File: src/rtl/vc_input_unit_if.sv
// vc_input_unit_if: flit-in / credit-out / switch-side handshake bundle for vc_input_unit
//   flit_in_valid, flit_in, flit_in_vc   : upstream flit write into a VC buffer
//   credit_out_valid, credit_out_vc      : one-cycle credit pulse back upstream
//   out_valid, out_ready                 : registered valid/ready toward the switch
//   flit_out, out_port, out_vc           : flit, resolved output port and VC on the switch side
//   modport slave  : the input unit itself
//   modport master : the upstream router / switch side driving and consuming it
interface vc_input_unit_if #(
  parameter int FLIT_W = 32,
  parameter int VC_NUM = 4,
  parameter int PORT_W = 3,
  parameter int VC_W = (VC_NUM > 1) ? $clog2(VC_NUM) : 1
);
  logic flit_in_valid;
  logic [FLIT_W-1:0] flit_in;
  logic [VC_W-1:0] flit_in_vc;
  logic credit_out_valid;
  logic [VC_W-1:0] credit_out_vc;
  logic out_valid;
  logic out_ready;
  logic [FLIT_W-1:0] flit_out;
  logic [PORT_W-1:0] out_port;
  logic [VC_W-1:0] out_vc;
  modport slave (
    input flit_in_valid, flit_in, flit_in_vc, out_ready,
    output credit_out_valid, credit_out_vc, out_valid, flit_out, out_port, out_vc
  );
  modport master (
    output flit_in_valid, flit_in, flit_in_vc, out_ready,
    input credit_out_valid, credit_out_vc, out_valid, flit_out, out_port, out_vc
  );
endinterface

File: src/rtl/vc_input_unit.sv
// vc_input_unit: router input port with per-VC FIFOs, per-VC route FSM, round-robin switch output, credit return
//   clk                      : rising-edge clock
//   reset                    : asynchronous active-low reset
//   bus (slave)              : flit input, credit output, switch-side valid/ready output
//   tbl_we/tbl_addr/tbl_data : routing-table write port (dest -> output port)
//   err_overflow             : sticky, a flit arrived for a full VC
//   err_protocol             : sticky, a body/tail flit reached the front of an IDLE VC
// Optional feature: define NOC_ROUTE_BYPASS_EN to drop the ROUTE state and look the table up
// combinationally in IDLE, saving one cycle of head latency.
module vc_input_unit #(
  parameter int FLIT_W = 32,
  parameter int VC_NUM = 4,
  parameter int BUF_DEPTH = 4,
  parameter int DEST_W = 4,
  parameter int PORT_W = 3,
  localparam int VC_W = (VC_NUM > 1) ? $clog2(VC_NUM) : 1
) (
  input  logic clk,
  input  logic reset,
  vc_input_unit_if.slave bus,
  input  logic tbl_we,
  input  logic [DEST_W-1:0] tbl_addr,
  input  logic [PORT_W-1:0] tbl_data,
  output logic err_overflow,
  output logic err_protocol
);
  localparam int AW = $clog2(BUF_DEPTH);
  typedef enum logic [1:0] {IDLE, ROUTE, ACTIVE} st_t;
`ifdef NOC_ROUTE_BYPASS_EN
  localparam st_t FIRST = ACTIVE;
`else
  localparam st_t FIRST = ROUTE;
`endif
  logic [FLIT_W-1:0] mem [VC_NUM][BUF_DEPTH];
  logic [AW:0] wr_ptr [VC_NUM];
  logic [AW:0] rd_ptr [VC_NUM];
  logic [PORT_W-1:0] tbl [2**DEST_W];
  logic [PORT_W-1:0] vc_port [VC_NUM];
  logic [PORT_W-1:0] lookup [VC_NUM];
  logic [FLIT_W-1:0] front [VC_NUM];
  st_t state [VC_NUM];
  st_t state_nxt [VC_NUM];
  logic [VC_NUM-1:0] nonempty, full, head, tail, eligible, discard, route_en, pop, push, drop;
  logic [VC_W-1:0] rr_ptr, gnt, cred_vc;
  logic found, load, cred_pend;
  // Front-of-FIFO decode; pointers carry one extra wrap bit so full and empty differ
  always_comb begin
    for (int v = 0; v < VC_NUM; v++) begin
      front[v] = mem[v][rd_ptr[v][AW-1:0]];
      nonempty[v] = wr_ptr[v] != rd_ptr[v];
      full[v] = (wr_ptr[v] - rd_ptr[v]) == (AW+1)'(BUF_DEPTH);
      head[v] = front[v][FLIT_W-2];
      tail[v] = front[v][FLIT_W-1];
      lookup[v] = tbl[front[v][DEST_W-1:0]];
    end
  end
  always_ff @(posedge clk or negedge reset) begin
    if (!reset) begin
      for (int v = 0; v < VC_NUM; v++) state[v] <= IDLE;
    end else begin
      for (int v = 0; v < VC_NUM; v++) state[v] <= state_nxt[v];
    end
  end
  always_comb begin
    for (int v = 0; v < VC_NUM; v++)
      state_nxt[v] = (state[v] == IDLE) ? ((nonempty[v] && head[v]) ? FIRST : IDLE) :
                     (state[v] == ROUTE) ? ACTIVE :
                     (pop[v] && tail[v]) ? IDLE : ACTIVE;
  end
  always_comb begin
    for (int v = 0; v < VC_NUM; v++) begin
      eligible[v] = state[v] == ACTIVE && nonempty[v];
      discard[v] = state[v] == IDLE && nonempty[v] && !head[v];
`ifdef NOC_ROUTE_BYPASS_EN
      route_en[v] = state[v] == IDLE && nonempty[v] && head[v];
`else
      route_en[v] = state[v] == ROUTE;
`endif
    end
  end
  // Round-robin: scan from rr_ptr downwards in priority so the lowest offset wins last
  always_comb begin
    logic [VC_W-1:0] idx;
    found = 1'b0;
    gnt = '0;
    for (int i = VC_NUM - 1; i >= 0; i--) begin
      idx = VC_W'((int'(rr_ptr) + i) % VC_NUM);
      if (eligible[idx]) begin
        found = 1'b1;
        gnt = idx;
      end
    end
  end
  assign load = !bus.out_valid || bus.out_ready;
  always_comb begin
    for (int v = 0; v < VC_NUM; v++) begin
      pop[v] = (load && found && int'(gnt) == v) || discard[v];
      push[v] = bus.flit_in_valid && int'(bus.flit_in_vc) == v && (!full[v] || pop[v]);
      drop[v] = bus.flit_in_valid && int'(bus.flit_in_vc) == v && full[v] && !pop[v];
    end
  end
  always_ff @(posedge clk) begin
    for (int v = 0; v < VC_NUM; v++)
      if (push[v]) mem[v][wr_ptr[v][AW-1:0]] <= bus.flit_in;
  end
  always_ff @(posedge clk or negedge reset) begin
    if (!reset) begin
      for (int v = 0; v < VC_NUM; v++) begin
        wr_ptr[v] <= '0;
        rd_ptr[v] <= '0;
        vc_port[v] <= '0;
      end
      for (int r = 0; r < 2**DEST_W; r++) tbl[r] <= '0;
      rr_ptr <= '0;
      bus.out_valid <= 1'b0;
      bus.flit_out <= '0;
      bus.out_port <= '0;
      bus.out_vc <= '0;
      cred_pend <= 1'b0;
      cred_vc <= '0;
      bus.credit_out_valid <= 1'b0;
      bus.credit_out_vc <= '0;
      err_overflow <= 1'b0;
      err_protocol <= 1'b0;
    end else begin
      for (int v = 0; v < VC_NUM; v++) begin
        wr_ptr[v] <= wr_ptr[v] + (AW+1)'(push[v]);
        rd_ptr[v] <= rd_ptr[v] + (AW+1)'(pop[v]);
        if (route_en[v]) vc_port[v] <= lookup[v];
      end
      if (tbl_we) tbl[tbl_addr] <= tbl_data;
      if (load) bus.out_valid <= found;
      if (load && found) begin
        bus.flit_out <= front[gnt];
        bus.out_port <= vc_port[gnt];
        bus.out_vc <= gnt;
        rr_ptr <= (gnt == VC_W'(VC_NUM - 1)) ? '0 : gnt + 1'b1;
        cred_vc <= gnt;
      end
      // Credit leaves one cycle after the flit is popped into the output register
      cred_pend <= load && found;
      bus.credit_out_valid <= cred_pend;
      bus.credit_out_vc <= cred_vc;
      err_overflow <= err_overflow || (|drop);
      err_protocol <= err_protocol || (|discard);
    end
  end
endmodule

File: src/flat_wrapper.sv
// flat-port wrapper written by rule: the top's interface ports become plain ports
module vc_input_unit_flat 
#(
  parameter int FLIT_W = 32,
  parameter int VC_NUM = 4,
  parameter int BUF_DEPTH = 4,
  parameter int DEST_W = 4,
  parameter int PORT_W = 3,
  localparam int VC_W = (VC_NUM > 1) ? $clog2(VC_NUM) : 1
)
  (clk, reset, tbl_we, tbl_addr, tbl_data, err_overflow, err_protocol, bus_flit_in_valid, bus_flit_in, bus_flit_in_vc, bus_out_ready, bus_credit_out_valid, bus_credit_out_vc, bus_out_valid, bus_flit_out, bus_out_port, bus_out_vc);
  vc_input_unit_if #(.FLIT_W(FLIT_W), .VC_NUM(VC_NUM), .PORT_W(PORT_W)) bus_i ();
  input  logic clk;
  input  logic reset;
  input  logic tbl_we;
  input  logic [DEST_W-1:0] tbl_addr;
  input  logic [PORT_W-1:0] tbl_data;
  output logic err_overflow;
  output logic err_protocol;
  input wire logic [$bits(bus_i.flit_in_valid)-1:0] bus_flit_in_valid;
  input wire logic [$bits(bus_i.flit_in)-1:0] bus_flit_in;
  input wire logic [$bits(bus_i.flit_in_vc)-1:0] bus_flit_in_vc;
  input wire logic [$bits(bus_i.out_ready)-1:0] bus_out_ready;
  output wire logic [$bits(bus_i.credit_out_valid)-1:0] bus_credit_out_valid;
  output wire logic [$bits(bus_i.credit_out_vc)-1:0] bus_credit_out_vc;
  output wire logic [$bits(bus_i.out_valid)-1:0] bus_out_valid;
  output wire logic [$bits(bus_i.flit_out)-1:0] bus_flit_out;
  output wire logic [$bits(bus_i.out_port)-1:0] bus_out_port;
  output wire logic [$bits(bus_i.out_vc)-1:0] bus_out_vc;
  assign bus_i.flit_in_valid = bus_flit_in_valid;
  assign bus_i.flit_in = bus_flit_in;
  assign bus_i.flit_in_vc = bus_flit_in_vc;
  assign bus_i.out_ready = bus_out_ready;
  assign bus_credit_out_valid = bus_i.credit_out_valid;
  assign bus_credit_out_vc = bus_i.credit_out_vc;
  assign bus_out_valid = bus_i.out_valid;
  assign bus_flit_out = bus_i.flit_out;
  assign bus_out_port = bus_i.out_port;
  assign bus_out_vc = bus_i.out_vc;
  vc_input_unit #(.FLIT_W(FLIT_W), .VC_NUM(VC_NUM), .BUF_DEPTH(BUF_DEPTH), .DEST_W(DEST_W), .PORT_W(PORT_W)) u_core (.clk(clk), .reset(reset), .bus(bus_i), .tbl_we(tbl_we), .tbl_addr(tbl_addr), .tbl_data(tbl_data), .err_overflow(err_overflow), .err_protocol(err_protocol));
endmodule
File: config.mk
export PLATFORM = sky130hd
export DESIGN_NAME = vc_input_unit_flat
export DESIGN_NICKNAME = d
export VERILOG_FILES = /design/src/rtl/vc_input_unit_if.sv /design/src/rtl/vc_input_unit.sv /design/src/flat_wrapper.sv
export SDC_FILE = /design/constraint.sdc
export NUM_CORES = 1
export LEC_CHECK = 0
export BUFFER_PORTS_ARGS = -buffer_cell sky130_fd_sc_hd__buf_2
export CORE_AREA = 2 2 236 238
export CTS_CLUSTER_DIAMETER = 120
export DETAILED_ROUTE_END_ITERATION = 6
export DIE_AREA = 0 0 238 240
export PLACE_DENSITY = 0.63
export SETUP_SLACK_MARGIN = 0.15
export SLEW_MARGIN = 10
export SYNTH_ARGS = -nofsm -noshare
export SYNTH_HDL_FRONTEND = slang
export SYNTH_SLANG_ARGS = --single-unit
File: constraint.sdc
create_clock -name clk -period 8.1 [get_ports clk]
set_input_delay 0.405 -clock clk [delete_from_list [all_inputs] [get_ports clk]]
set_output_delay 0.405 -clock clk [all_outputs]
set_load 0.01 [all_outputs]
==> qor.yml, run 1 <==
run_status:
  outcome: "finished, final reports clean"
global_routing:
  grt_first_pass_wirelength_mm: 95.8
  grt_remaining_overflow: 0
  grt_pass1_vias: 14800
  antenna_found_initial: 2
  grt_start_max_net_pins: 74
  grtUsageTotal: 0.230
placement:
  dp_cells: 2222
  placed_area_sq_um: 28400
  place_hpwl_mm: 39.3
  port_buffers: 88
  gp_congestion: 0.910
clock_tree:
  path_clk_slew_ns: 0.06
  root_buffer: "clkbuf_16"
  ctsHoldBuffers: 1
  post_cts_buffers: 0
  cts_sinks: 650
  clkLatencyLatePin_ns: 0.62
  htree_levels: 3
  cts_buffers: 70
  cts_buffer_depth: 3
  tritoncts: "built"
  ctsResizeCount: 0
yosys:
  synth_xor_area_frac: 0.00573
  synth_cell_types: 62
  synth_seq_cells: 650
  seq_area_frac_synth: 0.696
  synth_edf_count: 512
  muxShareOfSynthArea: 0.180
  synth_area_sq_um: 27100
  netlist_instances: 1476
  synth_nets: 1547
  synth_area_leaders: "edfxtp_1, dfrtp_1, mux4_2"
  synthArstFlopShare: 0.212
  synth-compound-area-share: 0.0512
  yosysWarnings: 0
  synth-adder-area-share: 0.0116
  synth_top_area_frac: 0.568
  synth.largest_area_cell: "edfxtp_1"
  synth-main-ff-cell: "edfxtp_1"
  synth_top_family_by_area: "multiplexers"
  yosys.area_share.simple: 0.0408
  synth_area_per_cell_sq_um: 18.3
power:
  clock_power_share: 0.260
  peakVddDrop_mv: 0.313
  seq_power_share: 0.357
  power_frac_comb: 0.382
  p_leak_uw: 0.0109
  p_int_uw: 7910
  switching_share: 0.359
  p_switching_uw: 4440
  powerDensity_nw_per_um2: 402
sta:
  fmax_mhz: 171
  fin_crit_ns: 5.85
  skew_ns: 0.0229
  setup_viol: 0
  rsz0062_at_grt: "false"
  worst_slew_pin_slew_ns: 1.04
  slew_headroom: 0.304
  min_period_over_period: 0.722
  drv_slew: 0
  tns_ns: 0
  hold_viol: 0
flow_run:
  drv_cap: 0
detailed_routing:
  wl_per_cell_microns: 27.1
  vias: 14600
  drt_iter0_markers: 1440
  wl_mm: 63.8
  first_pass_iters: 7
  antenna_left: 0
  drc_errors: 0
  viasPerCell: 6.20
setup_path:
  endpoint: "u_core.mem[3][109]$_DFFE_PP_"
  startpoint: "u_core.rd_ptr[4]$_DFF_PN0_"
  r2r_setup_slack_ns: 2.25
  start_kind: "flop"
  cp_data_arrival_time_ns: 6.12
  required_ns: 8.38
  reg2reg_from: "u_core.rd_ptr[4]$_DFF_PN0_"
  timing.rr.end: "u_core.mem[3][109]$_DFFE_PP_"
  path_class: "reg2reg"
  worst-path-max-fanout: 40
  cp-end-kind: "flop"
  reg2regPathDepth: 14
min_path:
  min_from: "bus_flit_in[24]"
  hp-class: "in2reg"
  worstHoldPathCells: 1
cells_and_area:
  drive_gt1_frac: 0.290
  n_fill_cell: 4160
  fin_area_sq_um: 30800
  instances_no_fill: 2352
  final_net_count: 1662
  syn2layout_area_growth_pct: 13.6
floorplan:
  io_pins: 89
  die_x_microns: 238
  start_util: 0.495
  die_area_sq_um: 57100
  fp.dieH_microns: 240
  fp.coreArea_sq_um: 54700
  fp-row-count: 86
## registers in the layout, indices dropped and copies added (netlist names), 2 cells and up
name / flops
u_core.mem: 512
u_core.tbl: 48
u_core.bus.flit_out: 32
u_core.rd_ptr: 12
u_core.vc_port: 12
u_core.wr_ptr: 12
u_core.state: 8
u_core.bus.out_port: 3
u_core.bus.credit_out_vc: 2
u_core.bus.out_vc: 2
u_core.rr_ptr: 2
## critical path, cell delays in order (launching register included)
cell and delay [ns]:
dfrtp_2 0.34, buf_4 0.51, inv_1 0.11, ha_1 0.30, and2_0 0.27, a211o_1 0.21
a21o_1 0.81, nand3_2 0.09, buf_4 0.40, inv_1 0.53, ha_1 0.28, a21oi_1 0.12
a21o_1 0.26, nor3_2 0.78, buf_4 0.46
## per-layer routing
metal | vias up | share of wire | GRT usage
li1 | 6295 | - | -
met4 | 2 | 0.022 | 0.0648
met1 | 7679 | 0.45 | 0.336
met3 | 96 | 0.065 | 0.0454
met5 | - | 0.00017 | 0
met2 | 516 | 0.47 | 0.356
## layout make-up
type                            count  area, sq um  share of cell area
Clock inverter                     33          423              0.0138
Tap cell                          704          881              0.0286
Multi-Input combinational cell    733         7930               0.258
Timing Repair Buffer              121          697              0.0227
Antenna cell                        1         2.50           0.0000814
Clock buffer                       95         1930              0.0626
Inverter                           15         56.3             0.00183
Sequential cell                   650        18800               0.613
## cell usage in the layout (no fill, tap or decap), types with 5 or more instances in the layout
cell / synthesis / routed
buf_4: 4 / 32
nor4_2: 0 / 6
and2_1: 5 / 5
o211ai_1: 9 / 9
mux4_2: 139 / 139
xor2_1: 10 / 10
edfxtp_1: 512 / 512
a22oi_1: 15 / 15
nand2b_1: 10 / 10
inv_1: 12 / 12
nand4_1: 33 / 33
bufinv_16: 0 / 6
nand3_1: 9 / 9
nand3b_1: 5 / 5
clkinv_2: 0 / 9
dfrtp_2: 0 / 8
a211oi_1: 7 / 7
o221ai_1: 9 / 9
a21oi_1: 34 / 33
nor2b_1: 15 / 15
a221o_1: 26 / 26
dfrtp_1: 138 / 130
clkbuf_16: 0 / 70
nor3_2: 0 / 5
clkinv_1: 0 / 8
a221oi_1: 12 / 12
clkbuf_1: 40 / 17
nor2_1: 27 / 26
o31ai_1: 29 / 29
o21ai_0: 18 / 18
mux2_2: 72 / 72
nand2_1: 54 / 54
buf_2: 26 / 87
mux2i_1: 90 / 90
clkbuf_8: 0 / 8
ha_1: 25 / 25
## stage by stage
| step | hold WS [ns] | utilization | power, uW | worst slack, ns |
|---|---|---|---|---|
| after detailed placement | 0.337 | 0.519 | 9200 | 2.17 |
| after CTS | 0.143 | 0.563 | 12500 | 2.13 |
| after global routing | 0.165 | 0.563 | 13000 | 1.85 |
| final | 0.173 | 0.563 | 12300 | 2.25 |
| after floorplan | 0.109 | - | 7750 | 1.19 |
| after global placement | 0.339 | 0.519 | 9150 | 2.28 |
## power by group through the flow
stage	Clock, uW	Sequential [uW]	Combinational [uW]
2_1_floorplan	0	4400	3350
3_3_place_gp	0	4460	4690
3_5_place_dp	0	4470	4730
4_1_cts	3280	4410	4760
5_1_grt	3410	4460	5100
6_report	3220	4410	4720
## worst min path at each step
stage                                             to  slack, ns
6_report                u_core.mem[2][120]$_DFFE_PP_       0.17
5_1_grt                 u_core.mem[2][120]$_DFFE_PP_       0.17
4_1_cts                 u_core.mem[0][111]$_DFFE_PP_       0.14
3_5_place_dp   u_core.bus.credit_out_valid$_DFF_PN0_       0.34
3_3_place_gp   u_core.bus.credit_out_valid$_DFF_PN0_       0.34
2_1_floorplan  u_core.bus.credit_out_valid$_DFF_PN0_       0.11
## cell usage after synthesis (18+ instances only)
cell / number
dfrtp_1: 138
mux4_2: 139
clkbuf_1: 40
mux2i_1: 90
edfxtp_1: 512
nor2_1: 27
nand2_1: 54
a21oi_1: 34
a221o_1: 26
o31ai_1: 29
nand4_1: 33
o21ai_0: 18
mux2_2: 72
ha_1: 25
buf_2: 26
## cells by family after synthesis
family,count (synthesis)
AOI/OAI and AO/OA,183
adders and majority gates,25
DFF,650
and+or+nand+nor,205
xor gates and xnor gates,16
buffers and inverters,93
muxes,304
(Power assumes the default switching activity.)
==> run 2, diff against run 1 <==
clock period = 6.1 ns   (was 8.1 ns; I/O delays follow)
==> run 2 against run 1 <==
Design area shrank 0.23%. Clock skew shrank 0.0011 ns. Combinational power grew 34%. Register-to-register slack lost 0.76 ns. Sequential cell count is the same. Sequential share of layout area grew 0.14 points. Power grew 31%. Non-clock buffer count grew 4. Critical path type unchanged. Critical endpoint is now u_core.mem[3][34]$_DFFE_PP_. Largest power group unchanged.
==> qor.yml, run 2 (synthesis gave the netlist of run 1 again) <==
power:
  p_leak_uw: 0.0108  # -0.33%
  switching_share: 0.361  # +0.00178
  total_power_uw: 16200  # +31%
  powerDensity_nw_per_um2: 529  # +32%
  peakVddDrop_mv: 0.561  # +79%
  clock_power_share: 0.249  # -0.011
  p_switching_uw: 5860  # +32%
  power_frac_comb: 0.390  # +0.008
  seq_power_share: 0.361  # +0.004
  p_int_uw: 10400  # +31%
setup_path:
  cp_data_arrival_time_ns: 4.81  # -1.31 ns
  path_cells: "inv_1, ha_1, and2_0, a21oi_1, nand3_1, buf_4, nand3_2, inv_1, ha_1, a21oi_1, a21o_1, inv_2, and3_2"
  worst-path-max-fanout: 32  # -20%
  reg2reg_from: "u_core.wr_ptr[9]$_DFF_PN0_"
  max_stage_delay_ns: 0.97  # +0.16 ns
  startpoint: "u_core.wr_ptr[9]$_DFF_PN0_"
  start_kind: "flop"
  path_class: "reg2reg"
  worst_path_dominant_cell_family: "simple AND/OR/NAND/NOR gates"
  cp-end-kind: "flop"
  crit_buf_inv: 4  # -1
  required_ns: 6.30  # -2.08 ns
  slowest_stage: "and3_2"
cells_and_area:
  syn2layout_area_growth_pct: 13.4
  n_fill_cell: 4218  # +1.4%
  largest_register_ffs: 512  # unchanged
  n_antenna_cell: 0  # -1
  mostFrequentLayoutCell: "edfxtp_1"
  layout_common_cells: "edfxtp_1, mux4_2, dfrtp_1, mux2i_1, buf_2"
  final_net_count: 1665  # +0.18%
  multiInputGateArea_sq_um: 7980  # +0.60%
  drive_gt1_frac: 0.287  # -0.00356
  seqCellArea_sq_um: 18800  # unchanged
floorplan:
  fp.coreArea_sq_um: 54700  # unchanged
  die_x_microns: 238  # unchanged
  io_pins: 89  # unchanged
  fp-row-count: 86  # unchanged
  start_util: 0.495  # unchanged
  die_area_sq_um: 57100  # unchanged
  fp.dieH_microns: 240  # unchanged
clock_tree:
  htree_levels: 3  # unchanged
  cts_buffers: 69  # -1.4%
  cts_buffer_depth: 3  # unchanged
  tritoncts: "built"
  path_clk_slew_ns: 0.06  # about the same
  cts_sinks: 650  # unchanged
  root_buffer: "clkbuf_16"
  clkLatencyLatePin_ns: 0.61  # about the same
  ctsResizeCount: 0  # unchanged
global_routing:
  antenna_found_initial: 0  # -2
  grt_pass1_vias: 15000  # +1.1%
  grt_remaining_overflow: 0  # unchanged
  grt_start_max_net_pins: 78  # +5.4%
  grt_first_pass_wirelength_mm: 97.4  # +1.6%
  grtUsageTotal: 0.233  # +0.00353
sta:
  tns_ns: 0  # unchanged
  fmax_mhz: 217  # +27%
  fin_crit_ns: 4.61  # -1.24 ns
  rsz0062_at_grt: "false"
  slew_headroom: 0.224  # -0.0805
  setup_viol: 0  # unchanged
  drv_slew: 0  # unchanged
  worst_slew_pin_slew_ns: 1.16  # +0.121 ns
  skew_ns: 0.0218  # -0.00114 ns
  hold_viol: 0  # unchanged
  min_period_over_period: 0.755  # +0.0334
  holdWs_ns: 0.0802  # -0.0931 ns
detailed_routing:
  first_pass_iters: 5  # -2
  viasPerCell: 6.21  # +0.13%
  wl_per_cell_microns: 27.4  # +1.2%
  vias: 14600  # +0.22%
  drt_iter0_markers: 1323  # -8.1%
  antenna_left: 0  # unchanged
  wl_mm: 64.6  # +1.3%
  drc_errors: 0  # unchanged
placement:
  place_hpwl_mm: 38.5  # -2.2%
  port_buffers: 88  # unchanged
  gp_congestion: 0.885  # -2.7%
flow_run:
  drv_cap: 0  # unchanged
min_path:
  min_from: "bus_flit_in[16]"
  hp-class: "in2reg"
run_status:
  outcome: "finished, final reports clean"
run 2: worst register-to-register path, delay by kind of cell (launching register included):
family	cells	cell delay, ns
adders and majority gates	2	0.56
and+or+nand+nor	4	1.51
DFF	1	0.49
AOI/OAI and AO/OA	3	0.63
buffers and inverters	4	1.01
run 2: power groups by stage:
stage | Sequential (uW) | Combinational (uW) | Clock [uW]
finish | 5860 | 6320 | 4040
floorplan | 5840 | 4450 | 0
global route | 5920 | 6810 | 4290
CTS | 5860 | 6360 | 4130
detailed placement | 5940 | 6320 | 0
global placement | 5910 | 6280 | 0
run 2: layout make-up:
class	instances	area share
flip-flops and latches	650	0.614
repair buffers	125	0.0241
inverters	15	0.00184
multi-input cells	733	0.260
well taps	704	0.0287
clock buffers	101	0.0626
clock inverters	26	0.00881
run 2: repair_timing:
| action | CTS | global route |
|---|---|---|
| hold buffers | 1 | 0 |
| buffers inserted | 0 | 0 |
| hold endpoints to repair | 61 | 0 |
run 2: metal layers:
metal | routed length, microns | global-route usage | share of wire
met4 | 1620 | 0.0686 | 0.025
met3 | 3660 | 0.0412 | 0.057
met5 | 0 | 0 | 0
met2 | 30000 | 0.360 | 0.46
met1 | 29300 | 0.344 | 0.45
run 2: path summary, 6_finish.rpt:
kind | to | slack (ns) | depth (start not counted)
worst max register to register | u_core.mem[3][34]$_DFFE_PP_ | 1.49 | 13
worst min-delay path | u_core.mem[1][80]$_DFFE_PP_ | 0.08 | 1
max in group asynchronous | u_core.tbl[21]$_DFFE_PN0P_ | 4.30 | 3
worst max-delay path | u_core.mem[3][34]$_DFFE_PP_ | 1.49 | 13
min in group asynchronous | u_core.wr_ptr[3]$_DFF_PN0_ | 0.29 | 2
worst min register to register | u_core.bus.credit_out_valid$_DFF_PN0_ | 0.36 | 0
run 2: through the flow:
| stage | cell area [sq um] | setup WS [ns] | utilization | cells |
|---|---|---|---|---|
| floorplan | 27100 | -0.532 | - | 1476 |
| global placement | 28500 | 1.70 | 0.521 | 2226 |
| detailed placement | 28500 | 1.53 | 0.521 | 2226 |
| CTS | 30700 | 1.49 | 0.561 | 2354 |
| global route | 30700 | 1.26 | 0.561 | 2354 |
| finish | 30700 | 1.49 | 0.561 | 2354 |
